$ cat src/rtl/debounce_inputs.sv
// ============================================================================
//  Module   : debounce_inputs
//  Brief    : Two-flop synchroniser and per-channel stability debouncer for
//             buttons and switches, with one-cycle rise/fall button pulses.
//  Revision : 1.0
// ============================================================================
`default_nettype none

module debounce_inputs #(
    parameter int NB_BTN    = 4,
    parameter int NB_SW     = 4,
    parameter int NB_DEB    = 20,
    parameter int DEB_LIMIT = 1000000
) (
    input  logic              clock,
    input  logic              ck_rst,
    input  logic [NB_BTN-1:0] i_btn,
    input  logic [NB_SW-1:0]  i_sw,
    output logic [NB_BTN-1:0] o_btn,
    output logic [NB_BTN-1:0] o_btn_rise,
    output logic [NB_BTN-1:0] o_btn_fall,
    output logic [NB_SW-1:0]  o_sw
);

    localparam int                c_NB_CH = NB_BTN + NB_SW;
    localparam logic [NB_DEB-1:0] c_LAST  = NB_DEB'(DEB_LIMIT - 1);
    localparam logic [NB_DEB-1:0] c_ONE   = NB_DEB'(1);
    localparam logic              c_IMM   = (DEB_LIMIT == 1);

    typedef enum logic [0:0] {
        ST_STABLE  = 1'b0,
        ST_PENDING = 1'b1
    } state_t;

    logic [c_NB_CH-1:0] w_pin;
    logic [c_NB_CH-1:0] w_level;
    logic [NB_BTN-1:0]  w_rise;
    logic [NB_BTN-1:0]  w_fall;

    // Buttons occupy the low channel indices, switches the high ones.
    assign w_pin = {i_sw, i_btn};

    for (genvar g = 0; g < c_NB_CH; g++) begin : g_chan
        logic              r_s1;
        logic              r_s2;
        logic              r_level;
        logic [NB_DEB-1:0] r_cnt;
        state_t            r_state;
        logic              w_diff;
        logic              w_accept;

        assign w_diff   = (r_s2 != r_level);
        assign w_accept = w_diff &&
                          (((r_state == ST_PENDING) && (r_cnt == c_LAST)) ||
                           ((r_state == ST_STABLE) && c_IMM));

        always_ff @(posedge clock) begin
            if (ck_rst) begin
                r_s1    <= 1'b0;
                r_s2    <= 1'b0;
                r_level <= 1'b0;
                r_cnt   <= '0;
                r_state <= ST_STABLE;
            end else begin
                r_s1 <= w_pin[g];
                r_s2 <= r_s1;
                if (w_accept) begin
                    r_level <= r_s2;
                    r_cnt   <= '0;
                    r_state <= ST_STABLE;
                end else begin
                    case (r_state)
                        ST_STABLE: begin
                            if (w_diff) begin
                                r_cnt   <= c_ONE;
                                r_state <= ST_PENDING;
                            end
                        end
                        ST_PENDING: begin
                            // Any return to the held level restarts qualification.
                            if (!w_diff) begin
                                r_cnt   <= '0;
                                r_state <= ST_STABLE;
                            end else begin
                                r_cnt <= r_cnt + c_ONE;
                            end
                        end
                        default: begin
                            r_cnt   <= '0;
                            r_state <= ST_STABLE;
                        end
                    endcase
                end
            end
        end

        assign w_level[g] = r_level;

        if (g < NB_BTN) begin : g_pulse
            logic r_rise;
            logic r_fall;

            always_ff @(posedge clock) begin
                if (ck_rst) begin
                    r_rise <= 1'b0;
                    r_fall <= 1'b0;
                end else begin
                    r_rise <= w_accept &  r_s2;
                    r_fall <= w_accept & ~r_s2;
                end
            end

            assign w_rise[g] = r_rise;
            assign w_fall[g] = r_fall;
        end
    end

    assign o_btn      = w_level[NB_BTN-1:0];
    assign o_sw       = w_level[c_NB_CH-1:NB_BTN];
    assign o_btn_rise = w_rise;
    assign o_btn_fall = w_fall;

endmodule

`default_nettype wire
$ cat config.mk
export PLATFORM = sky130hd
export DESIGN_NAME = debounce_inputs
export DESIGN_NICKNAME = d
export VERILOG_FILES = /design/src/rtl/debounce_inputs.sv
export SDC_FILE = /design/constraint.sdc
export NUM_CORES = 1
export LEC_CHECK = 0
export CORE_ASPECT_RATIO = 0.6
export CORE_MARGIN = 4
export CORE_UTILIZATION = 32
export CTS_CLUSTER_SIZE = 40
export DETAILED_ROUTE_END_ITERATION = 10
export SLEW_MARGIN = 20
export SYNTH_ARGS = -nofsm -noshare
export SYNTH_HDL_FRONTEND = slang
export SYNTH_SLANG_ARGS = --single-unit
$ cat constraint.sdc
create_clock -name clock -period 2.41 [get_ports clock]
set_input_delay 0.482 -clock clock [delete_from_list [all_inputs] [get_ports clock]]
set_output_delay 0.482 -clock clock [all_outputs]
set_load 0.005 [all_outputs]
==> impl_metrics.env, run 1 <==
export IMPL_clock_sinks=200
export IMPL_synth_edf_count=0
export IMPL_worstPathCellList="or4_1 -> or4_1 -> o311ai_4 -> buf_4 -> nor2_1"
export IMPL_nFillCells=3083
export IMPL_preCtsSetupSlack_ns=0.278
export IMPL_syn_nets=1144
export IMPL_htree_levels=4
export IMPL_seq_area_frac_synth_pct=41.3
export IMPL_track_usage_pct=13.6
export IMPL_post_cts_buffers=0
export IMPL_num_nets_final=1153
export IMPL_antenna_found_initial=0
export IMPL_total_leakage_power_nw=3.34
export IMPL_finalHoldViolCount=0
export IMPL_fin_area_sq_um=10900
export IMPL_clk_latency_ns=0.45
export IMPL_period_share_pct=88.6
export IMPL_num_antenna_cells=0
export IMPL_path_clk_slew_ns=0.07
export IMPL_cp_end_kind="flip-flop"
export IMPL_crit_required_ns=2.74
export IMPL_cp_max_fo=17
export IMPL_finalClockSkew_ns=0.0132
export IMPL_syn_inst=1126
export IMPL_synthArstFlopShare_pct=0
export IMPL_p_sw_share_pct=23.0
export IMPL_p_per_area_nw_per_um2=586
export IMPL_clockRootBuffer="clkbuf_16"
export IMPL_dr_total_vias=8335
export IMPL_reg2reg_slack_ns=0.28
export IMPL_rows=49
export IMPL_place_hpwl_mm=15.5
export IMPL_maxCapViolCount=0
export IMPL_die_area_sq_um=33200
export IMPL_synthTopCellsByArea="dfxtp_1 (41%), a21oi_1 (3.8%), nor2_1 (3.4%), xor2_1 (3.4%), xnor2_1 (3.2%)"
export IMPL_slew_headroom_pct=50.2
export IMPL_slew_violations=0
export IMPL_grt_max_degree=34
export IMPL_outcome="completed"
export IMPL_crit_arrival_ns=2.47
export IMPL_peakVddDrop_v=0.000422
export IMPL_die_w_um=233
export IMPL_avgViaCountPerCell=5.36
export IMPL_rsz0062_at_grt="false"
export IMPL_setup_tns_final_ns=0
export IMPL_synth_cell_types=66
export IMPL_startpoint_type="flip-flop"
export IMPL_crit_path_frequent_cell="or4_1"
export IMPL_syn_area_per_cell_sq_um=8.61
export IMPL_core_sq_um=29900
export IMPL_slowest_stage="or4_1"
export IMPL_multiInputGateArea_sq_um=5250
export IMPL_routed_wirelength_mm=22.4
export IMPL_p_int_mw=4.91
export IMPL_ys_ff_latch=200
export IMPL_grt_overflow=0
export IMPL_placed_area_sq_um=10300
export IMPL_gp_congestion=0.817
export IMPL_crit_family="simple AND/OR/NAND/NOR gates"
export IMPL_layout_drive_gt1_share_pct=6.81
export IMPL_portBuffers=25
export IMPL_grt_pass1_wl_mm=37.6
export IMPL_cts_resized=0
export IMPL_post_route_min_period_ns=2.13
export IMPL_route_antenna_remaining_nets=0
export IMPL_cts_tree="yes"
export IMPL_finalSetupViolations=0
export IMPL_ys_dominant_reg_cell="dfxtp_1"
export IMPL_seq_power_share_pct=52.6
export IMPL_worstHoldPathType="reg -> reg"
export IMPL_worst_slack_ns=0.275
export IMPL_grt_pass1_vias=7256
export IMPL_firstDrtPassIters=5
export IMPL_worst_slew_pin_slew_ns=0.747
export IMPL_clockPowerShare_pct=44.0
export IMPL_wire_per_inst_um=14.4
export IMPL_initial_core_util_pct=32.4
export IMPL_cp_buffers_inverters=1
export IMPL_synth_largest_area_cell="dfxtp_1"
export IMPL_syn_to_final_growth_pct=12.2
export IMPL_fmax_ghz=0.468
export IMPL_drc=0
export IMPL_slowest_delay_ns=0.53
export IMPL_drtIter0Drc=685
export IMPL_worstSetupPathType="reg -> reg"
export IMPL_hold_buffers=0
export IMPL_clk_path_buf_depth=2
export IMPL_io_pins=26
export IMPL_switchingPower_mw=1.46
export IMPL_die_h_um=143
export IMPL_yosysWarnings=0
export IMPL_final_seq_area_sq_um=4000
export IMPL_synth_top_cell_area_share_pct=41.3
export IMPL_cts_buffers=17
export IMPL_pwr_share_comb_pct=3.5
export IMPL_synth_area_sq_um=9690
[power groups by stage]
stage	clock network [mW]	logic (mW)	registers [mW]
finish	2.80	0.221	3.35
global route	3.03	0.245	3.35
CTS	2.88	0.223	3.35
detailed placement	0	0.221	3.43
global placement	0	0.221	3.43
floorplan	0	0.147	3.42
[synth_stat cells, drive strengths merged (2+ instances only)]
cell / number
a31oi: 8
o21a: 3
o311ai: 6
nand4: 47
xnor2: 35
nor3b: 10
a31o: 2
a21oi: 74
clkbuf: 37
and4: 18
inv: 28
a22oi: 6
o31ai: 28
a41oi: 4
xor2: 38
nor2b: 20
dfxtp: 200
or3: 36
nor4: 18
a311oi: 13
nor4bb: 5
o31a: 2
or4: 33
a21o: 2
o21ai: 56
buf: 25
nand3: 60
and3: 30
and2: 8
o211ai: 5
nor4b: 8
a211oi: 23
nand4b: 8
xor3: 2
nand2: 67
ha: 8
nand3b: 9
o221ai: 4
nor3: 36
or2: 3
nor2: 89
[logic make-up (layout without fill, tap and decap cells)]
logic type                 after synthesis  count (layout)  share of synthesized area, %
AOI/OAI and AO/OA                      242             242                          16.2
xor gates and xnor gates                75              75                          7.09
adders and majority gates                8               8                          1.03
buffers and inverters                   91             111                          4.69
DFF                                    200             200                          41.3
muxes                                    2               2                         0.219
and+or+nand+nor                        508             508                          29.5
[path summary, 6_finish.rpt]
path,depth (start not counted),to,startpoint
max,5,g_chan[4].r_cnt[5],g_chan[4].r_cnt[7]
min,1,g_chan[3].r_s2,g_chan[3].r_s1
max reg2reg,5,g_chan[4].r_cnt[5],g_chan[4].r_cnt[7]
min reg2reg,1,g_chan[3].r_s2,g_chan[3].r_s1
[final cells by class]
type / instances / area share [%]
Multi-Input combinational cell: 835 / 48.2
Sequential cell: 200 / 36.8
Tap cell: 408 / 4.69
Timing Repair Buffer: 53 / 4.19
Clock buffer: 17 / 3.91
Clock inverter: 13 / 1.21
Inverter: 28 / 0.966
[metal layers]
| metal | track usage [%] | wire length [um] |
|---|---|---|
| met1 | 21.8 | 12300 |
| met2 | 17.9 | 8640 |
| met3 | 3.09 | 1230 |
| met4 | 3.61 | 185 |
| met5 | 0 | 0 |
[cell usage in the layout (no fill, tap or decap), types with 6 or more instances in the layout]
master,instances
o31ai_1,25
nand3_1,60
a22oi_1,6
nand2_1,67
nor2b_1,20
ha_1,8
and4_1,17
nand4b_1,8
a31oi_1,8
nand4_1,46
a21oi_1,74
a311oi_1,13
and2_1,8
or4_1,32
nor3_1,36
nor4_1,18
nor3b_1,10
nor4b_1,8
or3_1,35
o21ai_0,54
inv_1,28
nor2_1,88
buf_4,28
xnor2_1,35
a211oi_1,23
nand3b_1,9
clkbuf_16,17
clkinv_2,6
dfxtp_1,200
and3_1,29
clkdlybuf4s50_1,24
xor2_1,38
[through the flow]
step	util, %	cells	power, mW	hold slack (ns)
after detailed placement	34.5	1524	3.65	0.422
after global placement	34.5	1524	3.65	0.417
after global routing	36.4	1554	6.63	0.449
after CTS	36.4	1554	6.45	0.438
final	36.4	1554	6.38	0.435
after floorplan	-	1126	3.56	0.414
[sequential cells by signal, indices dropped and copies added (netlist names)]
name / flops
g_chan.r_cnt: 160
g_chan.r_level: 8
g_chan.g_pulse.r_fall: 4
g_chan.r_state: 8
g_chan.g_pulse.r_rise: 4
g_chan.r_s2: 8
g_chan.r_s1: 8
Power figures use the tool's default switching activity.
==> run 2, diff against run 1 <==
--- a/config.mk
+++ b/config.mk
@@ -8,8 +8,8 @@
 export CORE_ASPECT_RATIO = 0.6
 export CORE_MARGIN = 4
 export CORE_UTILIZATION = 32
-export CTS_CLUSTER_SIZE = 40
 export DETAILED_ROUTE_END_ITERATION = 10
+export PLACE_DENSITY = 0.44
 export SLEW_MARGIN = 20
 export SYNTH_ARGS = -nofsm -noshare
 export SYNTH_HDL_FRONTEND = slang
==> run 2 against run 1 <==
Clock power fell by 3%. Critical path depth did not move. Worst setup slack improved by 0.00071 ns. Hold slack barely moved. Count of clock-buffer cells in the layout rose by 4. Sequential power barely moved. Die area did not move. Design area barely moved. Sequential cell count did not move. Sequential share of layout area barely moved.
==> impl_metrics.env, run 2 (synthesized netlist as in run 1, its figures left out) <==
export IMPL_multiInputGateArea_sq_um=5250
export IMPL_die_w_um=233
export IMPL_finalClockSkew_ns=0.00977
export IMPL_crit_arrival_ns=2.48
export IMPL_seq_power_share_pct=53.3
export IMPL_post_cts_buffers=0
export IMPL_dr_total_vias=8233
export IMPL_path_clk_slew_ns=0.07
export IMPL_maxCapViolCount=0
export IMPL_htree_levels=4
export IMPL_p_int_mw=4.84
export IMPL_final_cell_mix="dfxtp_1 (200), nor2_1 (89), a21oi_1 (74), nand2_1 (67), nand3_1 (60)"
export IMPL_route_antenna_remaining_nets=0
export IMPL_slew_headroom_pct=46.7
export IMPL_final_seq_area_sq_um=4000
export IMPL_routed_wirelength_mm=23.2
export IMPL_clk_path_buf_depth=2
export IMPL_grt_pass1_vias=7201
export IMPL_clockRootBuffer="clkbuf_16"
export IMPL_startpoint_type="flip-flop"
export IMPL_clock_sinks=200
export IMPL_initial_core_util_pct=32.4
export IMPL_grt_overflow=0
export IMPL_nFillCells=3142
export IMPL_fmax_ghz=0.469
export IMPL_top_register="g_chan.r_cnt"
export IMPL_clockPowerShare_pct=43.1
export IMPL_period_share_pct=88.5
export IMPL_die_area_sq_um=33200
export IMPL_cp_end_kind="flip-flop"
export IMPL_finalHoldViolCount=0
export IMPL_pwr_share_comb_pct=3.6
export IMPL_core_sq_um=29900
export IMPL_drc=0
export IMPL_total_leakage_power_nw=3.35
export IMPL_p_per_area_nw_per_um2=577
export IMPL_hold_buffers=0
export IMPL_cp_max_fo=8
export IMPL_clk_latency_ns=0.44
export IMPL_placed_area_sq_um=10400
export IMPL_avgViaCountPerCell=5.28
export IMPL_setup_tns_final_ns=0
export IMPL_power_total_mw=6.28
export IMPL_p_sw_share_pct=23.0
export IMPL_layout_commonest_cell="dfxtp_1"
export IMPL_rsz0062_at_grt="false"
export IMPL_num_antenna_cells=0
export IMPL_syn_to_final_growth_pct=12.3
export IMPL_antenna_found_initial=0
export IMPL_layout_drive_gt1_share_pct=6.78
export IMPL_worst_slew_pin_slew_ns=0.794
export IMPL_place_hpwl_mm=16.1
export IMPL_io_pins=26
export IMPL_worstHoldPathType="reg -> reg"
export IMPL_final_core_util_pct=36.4
export IMPL_switchingPower_mw=1.44
export IMPL_track_usage_pct=14.1
export IMPL_drtIter0Drc=463
export IMPL_grt_pass1_wl_mm=38.6
export IMPL_peakVddDrop_v=0.000497
export IMPL_cts_tree="yes"
export IMPL_cts_resized=0
export IMPL_finalSetupViolations=0
export IMPL_largest_reg_flops=160
export IMPL_rows=49
export IMPL_worstSetupPathType="reg -> reg"
export IMPL_die_h_um=143
export IMPL_wire_per_inst_um=14.9
export IMPL_post_route_min_period_ns=2.13
export IMPL_crit_required_ns=2.75
export IMPL_outcome="completed"
export IMPL_firstDrtPassIters=5
export IMPL_portBuffers=25
export IMPL_fin_area_sq_um=10900
export IMPL_gp_congestion=0.774
export IMPL_grt_max_degree=34
export IMPL_cts_buffers=17
export IMPL_num_nets_final=1156
export IMPL_slew_violations=0
run 2: final timing paths:
path | from | endpoint | slack [ns] | cells past startpoint
setup / recovery | g_chan[3].r_cnt[0] | g_chan[3].r_cnt[18] | 0.28 | 5
hold / removal | g_chan[3].r_s1 | g_chan[3].r_s2 | 0.44 | 1
setup reg to reg | g_chan[3].r_cnt[0] | g_chan[3].r_cnt[18] | 0.28 | 5
hold reg to reg | g_chan[3].r_s1 | g_chan[3].r_s2 | 0.44 | 1
run 2: per-stage QoR:
step                instances  setup WS (ns)  hold WS, ns
detailed placement       1527          0.278        0.422
global placement         1527          0.292        0.421
floorplan                1126          0.293        0.414
CTS                      1558          0.269        0.438
finish                   1558          0.276        0.435
global route             1558          0.107        0.464
run 2: routing by layer:
layer	GRT usage, %	routed length, um	up-vias
met5	0	0	-
met4	3.58	209	0
met3	2.77	658	13
met2	18.0	8750	93
met1	23.2	13500	3881
li1	-	-	4246
run 2: cell type report:
type,instances,share of cell area [%]
well taps,408,4.69
inverters,28,0.965
clock inverters,10,0.736
clock buffers,21,4.14
multi-input cells,835,48.2
flip-flops and latches,200,36.8
repair buffers,56,4.51
run 2: critical path, cell delays in order (launching register included):
cell,delay (ns)
dfxtp_1,0.40
ha_1,0.23
and4_1,0.35
nand4_1,0.29
or4_1,0.53
a211oi_1,0.24
run 2: power by group through the flow:
stage | Combinational [mW] | Sequential (mW) | Clock (mW)
floorplan | 0.147 | 3.42 | 0
global placement | 0.232 | 3.43 | 0
detailed placement | 0.230 | 3.43 | 0
CTS | 0.230 | 3.35 | 2.83
global route | 0.250 | 3.35 | 2.97
finish | 0.225 | 3.35 | 2.71
==> run 3, diff against run 2 <==
--- a/config.mk
+++ b/config.mk
@@ -8,8 +8,10 @@
 export CORE_ASPECT_RATIO = 0.6
 export CORE_MARGIN = 4
 export CORE_UTILIZATION = 32
+export CTS_BUF_LIST = sky130_fd_sc_hd__clkbuf_8
 export DETAILED_ROUTE_END_ITERATION = 10
 export PLACE_DENSITY = 0.44
+export REMOVE_ABC_BUFFERS = 1
 export SLEW_MARGIN = 20
 export SYNTH_ARGS = -nofsm -noshare
 export SYNTH_HDL_FRONTEND = slang
==> run 3 against run 2 <==
Clock skew increased by 0.0087 ns. Design area decreased by 1.2%. Sequential power about the same. Sequential share of layout area increased by 0.44 points. Worst setup slack got worse by 0.018 ns. Count of clock-buffer cells in the layout increased by 1. Die area unchanged. Total power decreased by 8.8%.
==> impl_metrics.env, run 3 (synthesized netlist as in run 1, its figures left out) <==
export IMPL_clk_latency_ns=0.49
export IMPL_slew_headroom_pct=56.3
export IMPL_final_cells=1563
export IMPL_route_antenna_remaining_nets=0
export IMPL_drtIter0Drc=578
export IMPL_layout_commonest_cell="dfxtp_1"
export IMPL_die_w_um=233
export IMPL_gp_congestion=0.765
export IMPL_min_to="g_chan[5].r_s2"
export IMPL_path_clk_slew_ns=0.10
export IMPL_firstDrtPassIters=5
export IMPL_p_per_area_nw_per_um2=532
export IMPL_outcome="completed"
export IMPL_startpoint_type="flip-flop"
export IMPL_finalClockSkew_ns=0.0185
export IMPL_final_seq_area_sq_um=4000
export IMPL_cts_resized=0
export IMPL_placed_area_sq_um=10400
export IMPL_post_cts_buffers=0
export IMPL_maxCapViolCount=0
export IMPL_routed_wirelength_mm=23.7
export IMPL_period_share_pct=89.3
export IMPL_slew_violations=0
export IMPL_syn_to_final_growth_pct=11.0
export IMPL_antenna_found_initial=0
export IMPL_track_usage_pct=14.4
export IMPL_place_hpwl_mm=16.2
export IMPL_crit_required_ns=2.79
export IMPL_multiInputGateArea_sq_um=5250
export IMPL_clk_path_buf_depth=2
export IMPL_cp_startpoint="g_chan[4].r_cnt[7]"
export IMPL_worstHoldPathCells=1
export IMPL_clockRootBuffer="clkbuf_8"
export IMPL_fmax_ghz=0.465
export IMPL_worst_slew_pin_slew_ns=0.650
export IMPL_grt_overflow=0
export IMPL_num_antenna_cells=0
export IMPL_r2r_cells=5
export IMPL_grt_max_degree=34
export IMPL_dr_total_vias=8223
export IMPL_die_h_um=143
export IMPL_rsz0062_at_grt="false"
export IMPL_worstSetupPathType="reg -> reg"
export IMPL_die_area_sq_um=33200
export IMPL_avgViaCountPerCell=5.26
export IMPL_total_leakage_power_nw=3.30
export IMPL_grt_pass1_vias=7300
export IMPL_grt_pass1_wl_mm=38.9
export IMPL_drc=0
export IMPL_finalHoldViolCount=0
export IMPL_reg2reg_slack_ns=0.26
export IMPL_post_route_min_period_ns=2.15
export IMPL_regToRegStartpoint="g_chan[4].r_cnt[7]"
export IMPL_clock_sinks=200
export IMPL_io_pins=26
export IMPL_crit_arrival_ns=2.53
export IMPL_core_sq_um=29900
export IMPL_wire_per_inst_um=15.1
export IMPL_nFillCells=3209
export IMPL_hp_start="g_chan[5].r_s1"
export IMPL_r2r_end="g_chan[4].r_cnt[16]"
export IMPL_layout_drive_gt1_share_pct=7.19
export IMPL_finalSetupViolations=0
export IMPL_cp_max_fo=17
export IMPL_worstHoldPathType="reg -> reg"
export IMPL_rows=49
export IMPL_top_register="g_chan.r_cnt"
export IMPL_dp_cells=1532
export IMPL_cts_tree="yes"
export IMPL_fin_area_sq_um=10800
export IMPL_num_nets_final=1161
export IMPL_hold_buffers=0
export IMPL_htree_levels=4
export IMPL_final_cell_mix="dfxtp_1 (200), nor2_1 (89), a21oi_1 (74), nand2_1 (67), nand3_1 (60)"
export IMPL_cts_buffers=17
export IMPL_cp_end_kind="flip-flop"
export IMPL_largest_reg_flops=160
export IMPL_peakVddDrop_v=0.000294
export IMPL_initial_core_util_pct=32.4
export IMPL_portBuffers=25
-- run 3: area by class of cell --
class                   count  share of cell area [%]
repair buffers             61                    4.79
multi-input cells         835                    48.8
flip-flops and latches    200                    37.2
clock inverters             9                   0.698
clock buffers              22                    2.81
well taps                 408                    4.74
inverters                  28                   0.977
-- run 3: per-stage QoR --
step                power (mW)  hold WS (ns)  setup slack (ns)  util [%]  setup TNS (ns)
floorplan                 3.54         0.414            -0.337         -           -8.30
finish                    5.73         0.443             0.258      36.0               0
CTS                       5.85         0.444             0.247      36.0               0
global route              6.01         0.464             0.149      36.0               0
global placement          3.67         0.419             0.284      34.7               0
detailed placement        3.66         0.422             0.266      34.7               0
-- run 3: how the worst max path moves through the flow --
stage	to	slack, ns	cells past startpoint
final	g_chan[4].r_cnt[16]	0.26	5
after global routing	g_chan[4].r_cnt[10]	0.15	6
after detailed placement	g_chan[4].r_cnt[9]	0.27	5
after CTS	g_chan[4].r_cnt[19]	0.25	5
after floorplan	g_chan[0].r_cnt[1]	-0.34	5
after global placement	g_chan[4].r_cnt[4]	0.28	5
-- run 3: layer usage --
layer / up-vias / global-route usage (%) / wire length [um]
li1: 4244 / - / -
met1: 3854 / 23.7 / 13900
met2: 111 / 18.2 / 8780
met3: 14 / 2.99 / 777
met4: 0 / 4.24 / 241
met5: - / 0 / 0
-- run 3: worst max-delay path, stage by stage, from the launching register on --
cell      delay (ns)
dfxtp_1         0.36
or4_1           0.52
or4_1           0.54
o311ai_4        0.29
buf_4           0.27
a21oi_1         0.06
-- run 3: power breakdown --
part,internal [mW],total [mW],switching [mW]
combinational,0.0813,0.234,0.152
sequential,3.33,3.35,0.0250
clock,0.941,2.14,1.20
total,4.35,5.73,1.38
